### config.mk
export PLATFORM = sky130hd
export DESIGN_NAME = id_ex_stage
export DESIGN_NICKNAME = d
export VERILOG_FILES = /design/src/rtl/id_ex_stage.sv
export SDC_FILE = /design/constraint.sdc
export NUM_CORES = 1
export LEC_CHECK = 0
export CAP_MARGIN = 5
export CORE_MARGIN = 1.5
export CORE_UTILIZATION = 25
export CTS_CLUSTER_DIAMETER = 30
export DETAILED_ROUTE_END_ITERATION = 8
export PLACE_DENSITY_LB_ADDON = 0.08
export SLEW_MARGIN = 20
export SYNTH_ARGS = -nofsm -noshare
export SYNTH_HDL_FRONTEND = slang
export SYNTH_SLANG_ARGS = --single-unit
### constraint.sdc
create_clock -name clk -period 4.7 [get_ports clk]
set_clock_uncertainty 0.15 [all_clocks]
set_input_delay 0.94 -clock clk [delete_from_list [all_inputs] [get_ports clk]]
set_output_delay 0.94 -clock clk [all_outputs]
set_load 0.03 [all_outputs]
### src/rtl/id_ex_stage.sv
// -----------------------------------------------------------------------------
// id_ex_stage
//   ID/EX pipeline register for the 5-stage core. Captures the decoded control
//   bundle, register-file operands, immediate and register specifiers every
//   cycle. Detects load-use hazards between the instruction in ID and a load
//   in EX, inserts a single bubble and holds the front end. A saturating
//   counter records how many hazard bubbles were inserted.
//
// Ports
//   clk, rst                     rising-edge clock, async active-high reset
//   id_opcode                    opcode of the instruction in ID
//   id_RegDst .. id_MemtoReg     decoded control bits
//   id_ALUOp                     decoded ALU operation class
//   id_rdata1, id_rdata2         register-file read data
//   id_imm                       sign-extended immediate
//   id_rs, id_rt, id_rd          register specifiers
//   id_funct                     function field
//   flush                        load a bubble instead of the ID instruction
//   stall_in                     downstream hold request, freezes the stage
//   ex_*                         registered copies of the id_* fields
//   ex_valid                     EX slot holds a real instruction
//   pc_write, if_id_write        front-end enables (combinational)
//   bubble_cnt                   saturating count of hazard bubbles
// -----------------------------------------------------------------------------
module id_ex_stage #(
  parameter int DATA_W = 32,
  parameter int CNT_W  = 16
) (
  input  logic              clk,
  input  logic              rst,

  input  logic [5:0]        id_opcode,
  input  logic              id_RegDst,
  input  logic              id_RegWrite,
  input  logic              id_ALUSrc,
  input  logic              id_MemWrite,
  input  logic              id_MemRead,
  input  logic              id_MemtoReg,
  input  logic [1:0]        id_ALUOp,
  input  logic [DATA_W-1:0] id_rdata1,
  input  logic [DATA_W-1:0] id_rdata2,
  input  logic [DATA_W-1:0] id_imm,
  input  logic [4:0]        id_rs,
  input  logic [4:0]        id_rt,
  input  logic [4:0]        id_rd,
  input  logic [5:0]        id_funct,
  input  logic              flush,
  input  logic              stall_in,

  output logic              ex_RegDst,
  output logic              ex_RegWrite,
  output logic              ex_ALUSrc,
  output logic              ex_MemWrite,
  output logic              ex_MemRead,
  output logic              ex_MemtoReg,
  output logic [1:0]        ex_ALUOp,
  output logic [DATA_W-1:0] ex_rdata1,
  output logic [DATA_W-1:0] ex_rdata2,
  output logic [DATA_W-1:0] ex_imm,
  output logic [4:0]        ex_rs,
  output logic [4:0]        ex_rt,
  output logic [4:0]        ex_rd,
  output logic [5:0]        ex_funct,
  output logic              ex_valid,
  output logic              pc_write,
  output logic              if_id_write,
  output logic [CNT_W-1:0]  bubble_cnt
);

  typedef enum logic [5:0] {
    OP_RTYPE = 6'b000100,
    OP_ADDI  = 6'b001100,
    OP_SUBI  = 6'b001101,
    OP_SW    = 6'b010000,
    OP_LW    = 6'b010001
  } opcode_e;

  typedef struct packed {
    logic       reg_dst;
    logic       reg_write;
    logic       alu_src;
    logic       mem_write;
    logic       mem_read;
    logic       mem_to_reg;
    logic [1:0] alu_op;
  } ctrl_t;

  localparam logic [CNT_W-1:0] CNT_ONE = CNT_W'(1);
  localparam logic [CNT_W-1:0] CNT_MAX = '1;

  ctrl_t ctrl_q;
  ctrl_t ctrl_in;
  logic  op_valid;
  logic  rt_used;
  logic  hazard;
  logic  take_bubble;

  // ---------------------------------------------------------------------------
  // Opcode classification: which opcodes are real, and which read rt.
  // ---------------------------------------------------------------------------
  // NOTE: every signal driven here gets a default before the case so that no
  // path through the block leaves it unassigned (which would infer a latch).
  always_comb begin
    op_valid = 1'b0;
    rt_used  = 1'b0;
    case (id_opcode)
      OP_RTYPE: begin op_valid = 1'b1; rt_used = 1'b1; end
      OP_SW:    begin op_valid = 1'b1; rt_used = 1'b1; end
      OP_ADDI,
      OP_SUBI,
      OP_LW:    op_valid = 1'b1;
      default:  ;
    endcase
  end

  // An unknown opcode must never carry a side effect into EX, regardless of
  // what the control decoder produced for it.
  always_comb begin
    ctrl_in = '0;
    if (op_valid) begin
      ctrl_in.reg_dst    = id_RegDst;
      ctrl_in.reg_write  = id_RegWrite;
      ctrl_in.alu_src    = id_ALUSrc;
      ctrl_in.mem_write  = id_MemWrite;
      ctrl_in.mem_read   = id_MemRead;
      ctrl_in.mem_to_reg = id_MemtoReg;
      ctrl_in.alu_op     = id_ALUOp;
    end
  end

  // ---------------------------------------------------------------------------
  // Load-use detection. rs is read by every valid opcode; rt only by R-type
  // and sw (for the immediate forms and lw, rt is the destination). Register
  // 0 is hard-wired, so a load targeting it never creates a dependency.
  // ---------------------------------------------------------------------------
  always_comb begin
    hazard = 1'b0;
    if (ex_valid && ctrl_q.mem_read && (ex_rt != 5'd0)) begin
      hazard = ((ex_rt == id_rs) && op_valid) ||
               ((ex_rt == id_rt) && rt_used);
    end
  end

  assign pc_write    = ~(hazard | stall_in);
  assign if_id_write = ~(hazard | stall_in);

  // flush has priority over hazard when both are present; either one loads a
  // bubble, but only a hazard-caused bubble is counted.
  assign take_bubble = flush | hazard;

  // ---------------------------------------------------------------------------
  // Control bundle, valid bit and bubble counter.
  // ---------------------------------------------------------------------------
  // NOTE: sequential state uses non-blocking assignments so every register
  // samples the pre-edge values, independent of statement order.
  always_ff @(posedge clk or posedge rst) begin
    if (rst) begin
      ctrl_q     <= '0;
      ex_valid   <= 1'b0;
      bubble_cnt <= '0;
    end else if (!stall_in) begin
      if (take_bubble) begin
        ctrl_q   <= '0;
        ex_valid <= 1'b0;
        if (!flush && (bubble_cnt != CNT_MAX)) begin
          bubble_cnt <= bubble_cnt + CNT_ONE;
        end
      end else begin
        ctrl_q   <= ctrl_in;
        ex_valid <= op_valid;
      end
    end
  end

  // ---------------------------------------------------------------------------
  // Datapath fields. They are don't-care behind a bubble, so they simply load
  // whenever the stage is not held; only stall_in freezes them.
  // ---------------------------------------------------------------------------
  always_ff @(posedge clk or posedge rst) begin
    if (rst) begin
      ex_rdata1 <= '0;
      ex_rdata2 <= '0;
      ex_imm    <= '0;
      ex_rs     <= '0;
      ex_rt     <= '0;
      ex_rd     <= '0;
      ex_funct  <= '0;
    end else if (!stall_in) begin
      ex_rdata1 <= id_rdata1;
      ex_rdata2 <= id_rdata2;
      ex_imm    <= id_imm;
      ex_rs     <= id_rs;
      ex_rt     <= id_rt;
      ex_rd     <= id_rd;
      ex_funct  <= id_funct;
    end
  end

  assign ex_RegDst   = ctrl_q.reg_dst;
  assign ex_RegWrite = ctrl_q.reg_write;
  assign ex_ALUSrc   = ctrl_q.alu_src;
  assign ex_MemWrite = ctrl_q.mem_write;
  assign ex_MemRead  = ctrl_q.mem_read;
  assign ex_MemtoReg = ctrl_q.mem_to_reg;
  assign ex_ALUOp    = ctrl_q.alu_op;

endmodule

* Word level (Yosys, flattened, before mapping)
Cells that the tools add are included.
Widths: inputs -> output; s select.
** Storage, ports and cells
- Memories kept :: 0
- Logic and storage cells :: 46
- Bits in writable memories :: 0
- Register bits :: 142
- Latch bits :: 0
- ROM bits :: 0
** Cells by class
- Muxes and demuxes :: 6
- $mul :: 0
- Eq/ne operators :: 8
- Divide/modulo/power cells :: 0
- Add/sub/neg operators :: 1
- Shifts and indexed selects :: 0
- Bitwise logic cells :: 4
- Reduce and logical (&&, ||, !) cells :: 11
- Magnitude comparators :: 0
** Operator list (number)
- $add 16x1->16 const B :: 1
- $mux 8 :: 2
- $ne 16x16->1 const B :: 1
- $eq 6x4->1 const B :: 2
- $eq 6x5->1 const B :: 2
- $eq 5x5->1 :: 2
- $eq 6x3->1 const B :: 1
- $logic_and 1x1->1 :: 5
- $reduce_bool 5->1 :: 1
- $reduce_or 5->1 :: 1
- $mux 1 :: 4
- $reduce_and 3->1 :: 1
- $not 1->1 :: 2
- $or 1x1->1 :: 2
- $reduce_or 2->1 :: 1
- $logic_not 1->1 :: 1
- $logic_or 1x1->1 :: 1

* Depth between registers and ports, before layout
Gate-level depths: netlist of the first run.
- Depth in word-level cells :: 8
- Depth in mapped cells :: 8
- Gate-level depth less buffers :: 7

* Worst setup path after synthesis of the first run
No wires, ideal clock.
- Path type :: input to output
- From :: input port id_opcode[3]
- To :: output port pc_write
- Cell stages on the path :: 6
- Arrival :: 2.442 ns
- Path buffers :: 1
- Slack :: 1.168 ns
- Cell sequence :: nor3b_2 > a31oi_1 > or4_4 > a21oi_1 > nor2_1 > buf_4
** Between the ends
- Word-level cells in the longest chain between the ends :: 8
- Elaborated cells on any way between the ends :: 15
- Those cells by class :: eq/ne: 5; mux: 3; bitwise: 2; reduce/logical: 5
** Ends and longest elaborated chain
- start: declaration :: line 32 : input logic [5:0] id_opcode,
- $eq 6x5->1 (tied with other cells) :: line 106 : case (id_opcode)
- $reduce_or 5->1 (no line) or $reduce_or 2->1 (tied branches)
- $mux 1 :: line 106
- $logic_and 1x1->1, on equally long branches :: line 139, 140
- $logic_or 1x1->1 (*) :: line 139 : hazard = ((ex_rt == id_rs) && op_valid) ||
- $mux 1 (*) :: line 138 : if (ex_valid && ctrl_q.mem_read && (ex_rt != 5'd0)) begin
- $or 1x1->1 (*)
- $not 1->1 (*)
- end: declaration :: line 65 : output logic pc_write,
Mark *: on every way between the ends. The rest lies on a longest branch, timed or not.

* Final worst setup path of the first run
- From :: input port id_opcode[4]
- To :: output port pc_write
** Between the ends
- Word-level cells in the longest chain between the ends :: 8
- Elaborated cells on any way between the ends :: 15
- Those cells by class :: eq/ne: 5; mux: 3; bitwise: 2; reduce/logical: 5
** Ends and longest elaborated chain
- $eq 6x5->1 (tied with other cells) :: line 106
- $reduce_or 5->1 (no line) or $reduce_or 2->1 (tied branches)
- $mux 1 :: line 106
- $logic_and 1x1->1, on equally long branches :: line 139, 140
- $logic_or 1x1->1 (*) :: line 139
- $mux 1 (*) :: line 138
- $or 1x1->1 (*) :: line 144 : assign pc_write = ~(hazard | stall_in);
- $not 1->1 (*) :: line 144
Marks and branches as above.

==> impl_results.md, run 1 <==
- Worst reg2reg path depth: 6
- Placement Rows: 54
- Setup crit end kind: primary output
- Largest net degree at the start of global routing: 74
- GR Overflow Total: 0
- Clk_lat worst skew: 410 ps
- Power Density: 377 nW/um^2
- Wirelength per Cell: 16.4 um
- Io pins: 279
- HP Class: reg2reg
- Placer congestion estimate: 0.787
- Share of layout cells above drive strength 1: 0.242
- Core area: 21800 sq um
- Largest area contributor in the synthesized netlist: dfrtp_1
- Cts bufs inserted: 17
- ANT nets after route: 0
- CP Max Fanout: 3
- Final Setup Violations: 0
- Worst VDD drop: 0.194 mV
- Register area share after synthesis: 0.638
- Nets@finish: 776
- Clock tree buffer depth: 2
- Antenna diodes: 0
- Syn Inst Count: 357
- WHS Endpoint: bubble_cnt[12]
- Hold buffer count at cts: 0
- Required time worst endpoint: 3610 ps
- Routed via count: 3955
- Final slew viol count: 0
- CTS tree: done
- R2R setup slack: 2210 ps
- Final Power: 3.49 mW
- Area delta synth->final: 66.5%
- Number of enable flip-flop cells after synthesis: 0
- Outcome: finished clean
- Die ar.: 23200 sq um
- Die W: 152 um
- Gr usage total: 0.138
- Async S/R FF share, synth: 1.00
- Vias per cell: 4.24
- Antenna violations before repair: 0
- Worst-path clk slew: 60 ps
- First-pass GRT wire length: 25.1 mm
- Setup TNS: 0 ps
- Final HPWL DP: 11.0 mm
- Syn_area_per_cell: 15.6 sq um
- Die height: 152 um
- Hold Crit Start: bubble_cnt[12]
- Period utilization: 0.950
- Vias in the first global route: 4476
- Crit path DAT: 3370 ps
- Tmin final: 4460 ps
- LEAKAGE: 3.76 nW
- Crit path launch type: primary input
- Worst r2r dst: bubble_cnt[1]
- Clock H-tree levels: 4
- Yosys warnings: 0
- Most used DFF post-synth: dfrtp_1
- Yosys reg bits: 142
- Endpoints failing hold: 0
- CP Class: in2out
- Post-CTS setup buffers: 0
- Max Cap Viol: 0
- Post-Syn Area: 5570 sq um
- Worst flop-to-flop path startpoint: bubble_cnt[0]
- Slew @ Worst Pin: 930 ps
- Yosys cell types: 31
- Initial Utilization: 0.255
- Post-route DRC: 0
- Top-count cell post-synth: dfrtp_1
- Port buffer count: 278
- Post-synth net total: 493
- Initial drt markers: 97
- Fmax achieved: 224 MHz
- Rel. slew slack: 0.380
- Synth top area share: 0.638
- Total wire length: 15.3 mm
- Pre-antenna DRT Iters: 4
- Root Driver: clkbuf_16
- WHS Path Cells: 1
- RSZ-0062 raised after global routing: no
- Synth top area cells: dfrtp_1 64%, mux2_2 24%, xnor2_1 3.0%
- Most frequent cells after synthesis: 142 x dfrtp_1, 118 x mux2_2, 19 x xnor2_1
- Resized cells post-CTS: 0
- Clock tree sinks: 142
[cell type report]
type,count,area [sq um]
sequential,142,3550
clock inverter,12,161
tap,280,350
clock buffer,20,447
fill,2028,12600
timing repair buffer,281,2820
multi-input combinational,195,1930
inverter,3,15.0
[worst max-delay path, cell delays in order]
cell	delay [ps]
clkdlybuf4s50_1	520
nor3b_2	190
a31oi_1	110
or4_4	600
a21oi_1	280
nor2_1	110
clkdlybuf4s50_1	630
[through the flow]
stage	setup slack [ps]	hold WS [ps]	std cells	instance area, sq um	util
6_report	237	339	933	9270	0.425
5_1_grt	151	364	933	9270	0.425
4_1_cts	236	338	933	9270	0.425
3_5_place_dp	233	325	901	8660	0.397
3_3_place_gp	280	327	901	8660	0.397
2_1_floorplan	1170	514	357	5570	-
[sequential cells by signal, summed over array words and instances, names as in the netlist]
signal,flops
ex_rs,5
ex_rdata1,32
ex_RegDst,1
ex_MemtoReg,1
ex_RegWrite,1
ex_MemWrite,1
ex_valid,1
ex_rdata2,32
ex_funct,6
ex_ALUSrc,1
ex_imm,32
ex_rd,5
bubble_cnt,16
ex_MemRead,1
ex_rt,5
ex_ALUOp,2
[per-layer routing]
layer  global-route usage  share of wire
met1                0.163           0.41
met2                0.228           0.49
met3               0.0614          0.093
met4               0.0388         0.0073
met5                    0              0
[cell usage in the layout (no fill, tap or decap)]
master           netlist  routed
nor4_1                 1       1
bufinv_16              0       3
dfrtp_1              142     142
clkbuf_16              0      17
nor2_1                 4       4
mux2_2               118     118
or4_4                  1       1
nor3_1                 1       1
a31oi_1                1       1
clkbuf_8               0       1
and3_1                 4       4
xor2_1                 7       7
nor3b_2                1       1
ha_1                   1       1
nand3_1                3       3
a21oi_4                1       1
buf_4                  1       3
or2_2                  1       1
a21o_1                 1       1
o211ai_1               1       1
a311o_1                1       1
nor4b_4                1       1
buf_12                 0       1
clkbuf_1              15       2
clkdlybuf4s50_1        0     277
inv_1                  3       2
or4_1                  1       1
clkinv_2               0       1
nand4_1               11      11
nand2_1                4       4
clkinvlp_4             0       4
nor3b_1                1       1
nand2b_1               1       1
clkinv_4               0       3
inv_6                  0       2
a22o_1                 8       8
xnor2_1               19      19
and4_1                 1       1
a21oi_1                1       1
[how the worst max path moves through the flow]
stage,start,endpoint,depth (start not counted)
CTS,id_opcode[4],pc_write,7
detailed placement,id_opcode[4],pc_write,7
global route,id_opcode[4],if_id_write,7
finish,id_opcode[4],pc_write,7
global placement,id_opcode[3],pc_write,7
floorplan,id_opcode[3],pc_write,6
[cells by family (layout without fill, tap and decap cells)]
kind of cell               after synthesis  after routing  synth area share
DFF                                    142            142             0.638
muxes                                  118            118             0.239
AOI/OAI and AO/OA                       14             14            0.0220
buffers and inverters                   20            316            0.0155
adders and majority gates                1              1           0.00225
and+or+nand+nor                         36             36            0.0420
xor gates and xnor gates                26             26            0.0409
[report_power, final]
part | switching, mW | internal (mW) | leakage [nW] | total (mW)
combinational | 0.359 | 0.368 | 1.76 | 0.727
clock | 0.531 | 0.855 | 0.287 | 1.39
sequential | 0.0557 | 1.32 | 1.72 | 1.38
total | 0.946 | 2.55 | 3.76 | 3.49
(Power assumes the default switching activity.)
==> run 2: changes to the inputs <==
--- a/config.mk
+++ b/config.mk
@@ -15,3 +15,4 @@
 export SYNTH_ARGS = -nofsm -noshare
 export SYNTH_HDL_FRONTEND = slang
 export SYNTH_SLANG_ARGS = --single-unit
+export TNS_END_PERCENT = 1
==> results of run 2 <==
Same layout as run 1: the final DEF is identical, and so are final timing and power.
